`src/rtl/vga_timing_table.sv`:
```
// Programmable VGA timing table; applies a selected set only on a frame boundary.
// Define VGA_TIMING_CHECK_EN to reject degenerate entries at apply time.
module vga_timing_table #(
  parameter  int H_W     = 12,
  parameter  int V_W     = 11,
  parameter  int NUM_RES = 4,
  localparam int IDX_W   = (NUM_RES > 1) ? $clog2(NUM_RES) : 1
) (
  input  logic             clk_i,
  input  logic             arstn_i,
  input  logic             req_i,
  input  logic [IDX_W-1:0] res_idx_i,
  input  logic             frame_end_i,
  input  logic             wr_en_i,
  input  logic [IDX_W-1:0] wr_idx_i,
  input  logic [3:0]       wr_field_i,
  input  logic [15:0]      wr_data_i,
  output logic [H_W-1:0]   hd_o,
  output logic [H_W-1:0]   hf_o,
  output logic [H_W-1:0]   hr_o,
  output logic [H_W-1:0]   hb_o,
  output logic [V_W-1:0]   vd_o,
  output logic [V_W-1:0]   vf_o,
  output logic [V_W-1:0]   vr_o,
  output logic [V_W-1:0]   vb_o,
  output logic [H_W+1:0]   h_total_o,
  output logic [V_W+1:0]   v_total_o,
  output logic [7:0]       freq_int_o,
  output logic [7:0]       freq_frac_o,
  output logic             valid_o,
  output logic             busy_o,
  output logic             done_o,
  output logic             err_o
);

  typedef enum logic [1:0] {IDLE, PEND, APPLY} state_t;

  localparam logic [31:0] NR = NUM_RES;

  localparam int DH [4][4] = '{
    '{800, 40, 128, 88}, '{640, 16, 96, 48},
    '{1024, 24, 136, 160}, '{1280, 48, 112, 248}};
  localparam int DV [4][4] = '{
    '{600, 1, 4, 23}, '{480, 10, 2, 33},
    '{768, 3, 6, 29}, '{1024, 1, 3, 38}};
  localparam int DFI [4] = '{40, 25, 65, 108};
  localparam int DFF [4] = '{0, 45, 0, 0};

  function automatic int de(input int i);
    return (i < 4) ? i : 0;
  endfunction

  logic [H_W-1:0] th_q [NUM_RES][4];
  logic [V_W-1:0] tv_q [NUM_RES][4];
  logic [7:0]     tfi_q [NUM_RES];
  logic [7:0]     tff_q [NUM_RES];

  logic [H_W-1:0] oh_q [4];
  logic [V_W-1:0] ov_q [4];
  logic [H_W+1:0] ht_q;
  logic [V_W+1:0] vt_q;
  logic [7:0]     fi_q, ff_q;
  logic           valid_q, done_q, err_q;
  logic [IDX_W-1:0] idx_q;
  state_t         state_q, st_cur;

  logic wr_ok, is_h, is_v, is_fi, is_ff, req_ok, ent_ok;
  logic unused_wr_hi;

  assign unused_wr_hi = ^wr_data_i[15:H_W];

  assign req_ok = {{(32-IDX_W){1'b0}}, res_idx_i} < NR;
  assign wr_ok  = wr_en_i && (wr_field_i <= 4'd9)
               && ({{(32-IDX_W){1'b0}}, wr_idx_i} < NR);
  assign is_h   = !wr_field_i[3] && !wr_field_i[2];
  assign is_v   = !wr_field_i[3] && wr_field_i[2];
  assign is_fi  = wr_field_i == 4'd8;
  assign is_ff  = wr_field_i == 4'd9;

  always_ff @(posedge clk_i or negedge arstn_i) begin
    if (!arstn_i) begin
      for (int i = 0; i < NUM_RES; i++) begin
        for (int f = 0; f < 4; f++) begin
          th_q[i][f] <= H_W'(DH[de(i)][f]);
          tv_q[i][f] <= V_W'(DV[de(i)][f]);
        end
        tfi_q[i] <= 8'(DFI[de(i)]);
        tff_q[i] <= 8'(DFF[de(i)]);
      end
    end else if (wr_ok) begin
      unique case (1'b1)
        is_h:  th_q[wr_idx_i][wr_field_i[1:0]] <= wr_data_i[H_W-1:0];
        is_v:  tv_q[wr_idx_i][wr_field_i[1:0]] <= wr_data_i[V_W-1:0];
        is_fi: tfi_q[wr_idx_i] <= wr_data_i[7:0];
        is_ff: tff_q[wr_idx_i] <= wr_data_i[7:0];
        default: ;
      endcase
    end
  end

`ifdef VGA_TIMING_CHECK_EN
  assign ent_ok = (th_q[idx_q][0] != '0) && (th_q[idx_q][2] != '0)
               && (tv_q[idx_q][0] != '0) && (tv_q[idx_q][2] != '0)
               && ((tfi_q[idx_q] | tff_q[idx_q]) != 8'd0);
`else
  assign ent_ok = 1'b1;
`endif

  // The apply cycle is the pending cycle in which the switch may proceed.
  always_comb begin
    st_cur = state_q;
    if (state_q == PEND && (!valid_q || frame_end_i)) st_cur = APPLY;
  end

  always_ff @(posedge clk_i or negedge arstn_i) begin
    if (!arstn_i) begin
      state_q <= IDLE;
      idx_q   <= '0;
      valid_q <= 1'b0;
      done_q  <= 1'b0;
      err_q   <= 1'b0;
      ht_q    <= '0;
      vt_q    <= '0;
      fi_q    <= '0;
      ff_q    <= '0;
      for (int f = 0; f < 4; f++) begin
        oh_q[f] <= '0;
        ov_q[f] <= '0;
      end
    end else begin
      done_q <= 1'b0;
      err_q  <= 1'b0;
      unique case (st_cur)
        IDLE: begin
          if (req_i && req_ok) begin
            idx_q   <= res_idx_i;
            state_q <= PEND;
          end else if (req_i) begin
            err_q <= 1'b1;
          end
        end
        PEND: ;
        APPLY: begin
          state_q <= IDLE;
          if (ent_ok) begin
            for (int f = 0; f < 4; f++) begin
              oh_q[f] <= th_q[idx_q][f];
              ov_q[f] <= tv_q[idx_q][f];
            end
            ht_q <= {2'b0, th_q[idx_q][0]} + {2'b0, th_q[idx_q][1]}
                  + {2'b0, th_q[idx_q][2]} + {2'b0, th_q[idx_q][3]};
            vt_q <= {2'b0, tv_q[idx_q][0]} + {2'b0, tv_q[idx_q][1]}
                  + {2'b0, tv_q[idx_q][2]} + {2'b0, tv_q[idx_q][3]};
            fi_q    <= tfi_q[idx_q];
            ff_q    <= tff_q[idx_q];
            valid_q <= 1'b1;
            done_q  <= 1'b1;
          end else begin
            err_q <= 1'b1;
          end
        end
        default: state_q <= IDLE;
      endcase
    end
  end

  assign hd_o        = oh_q[0];
  assign hf_o        = oh_q[1];
  assign hr_o        = oh_q[2];
  assign hb_o        = oh_q[3];
  assign vd_o        = ov_q[0];
  assign vf_o        = ov_q[1];
  assign vr_o        = ov_q[2];
  assign vb_o        = ov_q[3];
  assign h_total_o   = ht_q;
  assign v_total_o   = vt_q;
  assign freq_int_o  = fi_q;
  assign freq_frac_o = ff_q;
  assign valid_o     = valid_q;
  assign busy_o      = state_q == PEND;
  assign done_o      = done_q;
  assign err_o       = err_q;

endmodule

```
`config.mk`:
```
export PLATFORM = sky130hd
export DESIGN_NAME = vga_timing_table
export DESIGN_NICKNAME = d
export VERILOG_FILES = /design/src/rtl/vga_timing_table.sv
export SDC_FILE = /design/constraint.sdc
export NUM_CORES = 1
export LEC_CHECK = 0
export ABC_AREA = 1
export CORE_UTILIZATION = 37
export CTS_CLUSTER_DIAMETER = 40
export CTS_CLUSTER_SIZE = 12
export DETAILED_ROUTE_END_ITERATION = 8
export HOLD_SLACK_MARGIN = 0.1
export PLACE_DENSITY_LB_ADDON = 0.25
export RECOVER_POWER = 25
export SLEW_MARGIN = 10
export SYNTH_ARGS = -nofsm -noshare
export SYNTH_HDL_FRONTEND = slang
export SYNTH_SLANG_ARGS = --single-unit
```
`constraint.sdc`:
```
create_clock -name clk_i -period 4.7 [get_ports clk_i]
set_input_delay 0.705 -clock clk_i [delete_from_list [all_inputs] [get_ports clk_i]]
set_output_delay 0.705 -clock clk_i [all_outputs]
set_load 0.1 [all_outputs]
```
; ---- Yosys cells after proc, flatten, opt, wreduce, memory -nomap -nowiden
; Index checks and enable logic that the tools add are counted.
; Widths: inputs -> output; s select.
[op_classes]
bitwise = 4
eq_ne = 6
n_div = 0
n_mul = 0
addsub = 6
muxes = 30
magnitude_cmp = 6
shift = 0
reduce_logical = 17
[op_table]
columns = operator, count
row1 = $bwmux 192, 1
row2 = $bwmux 176, 1
row3 = $mux 48, 3
row4 = $mux 44, 3
row5 = $bmux 48 s2, 1
row6 = $demux 48 s2, 1
row7 = $bmux 44 s2, 1
row8 = $demux 44 s2, 1
row9 = $bwmux 32, 2
row10 = $mux 8, 5
row11 = $bmux 8 s2, 2
row12 = $demux 12 s2, 1
row13 = $demux 11 s2, 1
row14 = $demux 8 s2, 1
row15 = $add 13x12->14, 1
row16 = $add 14x12->14, 1
row17 = $add 12x11->13, 1
row18 = $add 12x12->13, 1
row19 = $add 13x11->13, 1
row20 = $add 11x11->12, 1
row21 = $mux 12, 1
row22 = $reduce_and 2->1, 6
row23 = $mux 11, 1
row24 = $ge 3x3->1 const B, 3
row25 = other kinds (15), 28
[totals]
output_inout_bits = 139
latchBits = 0
mem_bits_ro = 0
elab_cells = 125
n_memories = 0
input_bits = 29
register_bits = 573
mem_bits_rw = 0

; ---- Depth between registers and ports, before layout
; Gate-level depths: netlist (run 1).
[logic_depth]
ltp_word = 8
ltp_mapped = 21
mapped_depth_nobuf = 18

; ---- Least setup slack after synthesis (run 1)
; Ideal clock, no wire load.
[synth_path]
path_kind = flip-flop to flip-flop
start = register idx_q[0]
end = register vt_q[7] (netlist: v_total_o[7])
n_path_buf = 3
period_less_slack_ns = 3.524
setup_slack_ns = 1.176
path_stages_with_launch = 21
required_ns = 4.571
arrival_ns = 3.395
setup_ns = 0.129
path_cell_list = dfrtp_1 buf_6 inv_4 buf_4 buf_2 nand2_1 a32o_1 fa_1 inv_1 fa_1 ha_1 inv_1 fa_1 inv_1 nand3_1 nand3_1 nand2_1 nand2_1 nand2_1 nand2_1 o21ai_0
[synth_between]
elab_chain_cells = 7
[synth_lines]
columns = item, line
row1 = start: declaration, 64  ; logic [IDX_W-1:0] idx_q;
row2 = start signal: assignment, 136  ; idx_q <= res_idx_i;
row3 = $not 2->3 (implied by the code) *, "152, 153"
row4 = $bmux 44 s2 *, "152, 153"
row5 = $mux 44 (implied by the code) *, 152  ; vt_q <= {2'b0, tv_q[idx_q][0]} + {2'b0, tv_q[idx_q][1]}
row6 = $mux 44 (implied by the code) *, 153  ; + {2'b0, tv_q[idx_q][2]} + {2'b0, tv_q[idx_q][3]};
row7 = $add 11x11->12, 152
row8 = $add 12x11->13, 153
row9 = $add 13x11->13 *, 153
row10 = end signal: assignment, 152
row11 = end: declaration, 61  ; logic [V_W+1:0] vt_q;
; Mark *: on every way between the ends. The rest lies on a longest branch, timed or not. The select of a mux whose other input is x is not followed.
; A chain may end at the register's enable or synchronous reset.

; ---- Worst setup path after layout (run 1)
[layout_path]
start = register idx_q[1]
end = register ht_q[11] (netlist: h_total_o[11])
[layout_between]
elab_chain_cells = 7
[layout_lines]
columns = item, line
row1 = $not 2->3 (implied by the code) *, "150, 151"
row2 = $bmux 48 s2 *, "150, 151"
row3 = $mux 48 (implied by the code) *, 151  ; + {2'b0, th_q[idx_q][2]} + {2'b0, th_q[idx_q][3]};
row4 = $mux 48 (implied by the code) *, 150  ; ht_q <= {2'b0, th_q[idx_q][0]} + {2'b0, th_q[idx_q][1]}
row5 = $add 12x12->13, 150
row6 = $add 13x12->14, 151
row7 = $add 14x12->14 *, 151
row8 = end signal: assignment, 150
row9 = end: declaration, 60  ; logic [H_W+1:0] ht_q;
; Marked as above.

==> results of run 1 <==
-- final timing paths --
path,startpoint,end,slack [ns]
max in group asynchronous,arstn_i,h_total_o[13],1.05
hold reg to reg,th_q[71],th_q[71],0.48
setup reg to reg,idx_q[1],h_total_o[11],0.58
min in group asynchronous,arstn_i,tfi_q[11],0.88
setup / recovery,idx_q[1],h_total_o[11],0.58
hold / removal,th_q[71],th_q[71],0.48
-- per-stage QoR --
step / setup slack [ns] / hold slack [ns] / instances / util (%)
global route: 0.3074 / 0.4960 / 4023 / 45.29
finish: 0.5833 / 0.4756 / 4024 / 45.29
detailed placement: 0.6197 / 0.4677 / 3860 / 40.90
floorplan: 1.176 / 0.4094 / 2946 / -
CTS: 0.6006 / 0.1533 / 4023 / 45.36
global placement: 0.6431 / 0.4610 / 3860 / 40.90
-- worst register-to-register path, stage by stage, from the launching register on --
cell,delay (ns)
dfrtp_2,0.42
inv_4,0.48
buf_4,0.42
buf_4,0.26
a21oi_1,0.07
a32o_1,0.27
fa_1,0.46
fa_1,0.49
inv_1,0.04
ha_1,0.38
nand2_1,0.11
nor2_1,0.17
nand3_1,0.11
nand3_1,0.10
nand2_1,0.06
nand3_1,0.10
nand2_1,0.07
-- kinds of logic (layout without fill, tap and decap cells) --
kind of cell / Yosys count / in the layout
AOI/OAI and AO/OA: 794 / 794
other: 1 / 2
buffers and inverters: 342 / 488
and+or+nand+nor: 1159 / 1159
adders and majority gates: 71 / 71
xor gates and xnor gates: 7 / 7
DFF: 572 / 572
-- layout make-up --
type	instances	area (um^2)	area share, %
Sequential cell	572	14430	46.04
Multi-Input combinational cell	2032	10220	32.62
Clock buffer	104	2354	7.511
Timing Repair Buffer	199	1949	6.221
Tap cell	931	1165	3.718
Clock inverter	59	734.5	2.344
Inverter	126	480.5	1.533
Antenna cell	1	2.502	0.007986
-- routing by layer --
metal | track usage, % | wire (um) | up-vias
met4 | 6.996 | 1777 | 4
met2 | 31.90 | 32690 | 648
met3 | 4.579 | 4779 | 108
met1 | 29.37 | 34150 | 10280
li1 | - | - | 9842
met5 | 0 | 21 | -
-- flip-flops by register name, indices dropped and copies added, names as in the netlist, 8 cells and up --
name / cells
freq_frac_o: 8
freq_int_o: 8
h_total_o: 14
hb_o: 12
hd_o: 12
hf_o: 12
hr_o: 12
tff_q: 32
tfi_q: 32
th_q: 192
tv_q: 176
v_total_o: 13
vb_o: 11
vd_o: 11
vf_o: 11
vr_o: 11
-- placed cells by master, fill, tap and decap left out, types with 46 or more instances in the layout --
cell and n:
dfstp_2 86, clkdlybuf4s50_1 161, a21oi_1 102, nor2_1 137
a32o_1 68, dfrtp_1 484, fa_1 46, clkbuf_16 89
o21ai_0 570, nand2_1 952, inv_1 119
==> results.py, run 1 <==
metrics = {
    "floorplan": {
        "num_rows": 96,
        "fp.dieH_um": 267.5,
        "start_util_pct": 37.69,
        "io-pin-count": 168,
        "die_area_mm2": 0.07155,
        "core_mm2": 0.06919,
        "fp.dieW_um": 267.5,
    },
    "synth": {
        "synth-edff-count": 0,
        "synth_top_area_share_pct": 46.64,
        "synth.area.mux_share_pct": 0,
        "yosys_warnings": 0,
        "synthTopCellsByArea": "dfrtp_1 (47%), nand2_1 (14%), o21ai_0 (11%)",
        "yosysTopAreaCell": "dfrtp_1",
        "yosysUniqueCellTypes": 34,
        "synth_seq_cells": 572,
        "synth_top_family_by_area": "simple AND/OR/NAND/NOR gates",
        "syn_nets": 3046,
        "synth_area_per_cell_um2": 8.852,
        "netlist_instances": 2946,
        "synth_ff_type": "dfrtp_1",
        "synth.yosys.seq_area_share_pct": 55.30,
        "synth_area_mm2": 0.02608,
        "synth-compound-area-share_pct": 16.71,
        "synthAdderAreaFrac_pct": 4.731,
        "ys_top_cells_by_count": "nand2_1 (952), o21ai_0 (570), dfrtp_1 (486)",
        "synth.most_common_cell": "nand2_1",
        "yosys.area_share.xor_xnor_pct": 0.2351,
        "synth-simple-area-share_pct": 17.48,
        "async_flop_share_pct": 100.0,
    },
    "sta": {
        "fmax_mhz": 242.9,
        "hold_viol": 0,
        "report.final.slew_viol_count": 133,
        "setup_viol": 0,
        "fin_crit_sh_pct": 87.59,
        "rsz0062_at_grt": "false",
        "final.setup_skew_ns": 0.02345,
        "maxSlewHeadroom_pct": -77.02,
        "final.min_clock_period_ns": 4.117,
        "tightest_slew_ns": 2.655,
        "setup_tns_ns": 0,
    },
    "critical_path": {
        "worstPathRequired_ns": 5.20,
        "crit_slowest_cell": "fa_1",
        "r2r_cells": 16,
        "crit_fanout": 56,
        "end_kind": "flop",
        "cp.arrival_ns": 4.62,
        "crit_family": "adder cells",
        "critPathMaxStageDelay_ns": 0.49,
        "crit_buf_inv": 4,
        "path_class": "flop to flop",
        "critical_path.startpoint_type": "flop",
        "cp_cell_sequence": "inv_4 > buf_4 > buf_4 > a21oi_1 > a32o_1 > fa_1 > fa_1 > inv_1 > ha_1 > nand2_1 > nor2_1 > nand3_1 > nand3_1 > nand2_1 > nand3_1 > nand2_1",
        "worst-path-stages": 16,
    },
    "clock_tree": {
        "cts_setup_buffers": 0,
        "clkLatencyLatePin_ns": 0.64,
        "clkTransAtPathRegs_ns": 0.06,
        "root_buffer": "clkbuf_16",
        "cts_tree": "built",
        "ctsHoldBuffers": 0,
        "cts-htree-levels": 3,
        "cts_buffer_depth": 3,
        "cts.sinks": 572,
        "cts_buffers": 89,
        "ctsResizeCount": 0,
    },
    "grt": {
        "grt_overflow_total": 0,
        "grt_max_degree": 118,
        "grt_pass1_vias": 20320,
        "grt_pass1_wl_um": 115800,
        "grt.total_usage_pct": 20.90,
        "grt_antenna_before_repair": 2,
    },
    "drt": {
        "vias": 20890,
        "ant_nets": 0,
        "drtIter0Drc": 1948,
        "drtPass1Iterations": 5,
        "routed_wl_um": 73420,
        "via_per_inst": 5.190,
        "drc": 0,
        "drt-wirelength-per-cell_um": 18.25,
    },
    "layout": {
        "syn_to_final_growth_pct": 20.16,
        "drive_above_1_share_pct": 9.961,
        "fin_area_mm2": 0.03133,
        "fin_nets": 3120,
        "fillers": 6647,
    },
    "placement": {
        "globalplace.congestion": 0.8745,
        "placed_area_mm2": 0.02830,
        "numPortBuffers": 162,
        "place_hpwl_um": 48150,
    },
    "outcome": {
        "status": "finished, violations left",
        "violations": "capacitance limit, slew limit",
    },
    "min_path": {
        "min_path_type": "flop to flop",
        "hold_depth": 2,
    },
    "run": {
        "cap_violations": 2,
    },
}
Power of run 1 is not shown: default switching activity piles up to over one toggle a cycle in this logic, so the estimate is an artifact.
==> run 2: changes to the inputs <==
--- a/config.mk
+++ b/config.mk
@@ -6,6 +6,7 @@
 export NUM_CORES = 1
 export LEC_CHECK = 0
 export ABC_AREA = 1
+export ABC_CLOCK_PERIOD_IN_PS = 4700
 export CORE_UTILIZATION = 37
 export CTS_CLUSTER_DIAMETER = 40
 export CTS_CLUSTER_SIZE = 12
@@ -13,6 +14,7 @@
 export HOLD_SLACK_MARGIN = 0.1
 export PLACE_DENSITY_LB_ADDON = 0.25
 export RECOVER_POWER = 25
+export SKIP_CTS_REPAIR_TIMING = 1
 export SLEW_MARGIN = 10
 export SYNTH_ARGS = -nofsm -noshare
 export SYNTH_HDL_FRONTEND = slang
==> results of run 2 <==
Same layout as run 1: the final DEF is identical, and so are final timing and power.
Power of run 2 is left out for the same reason.
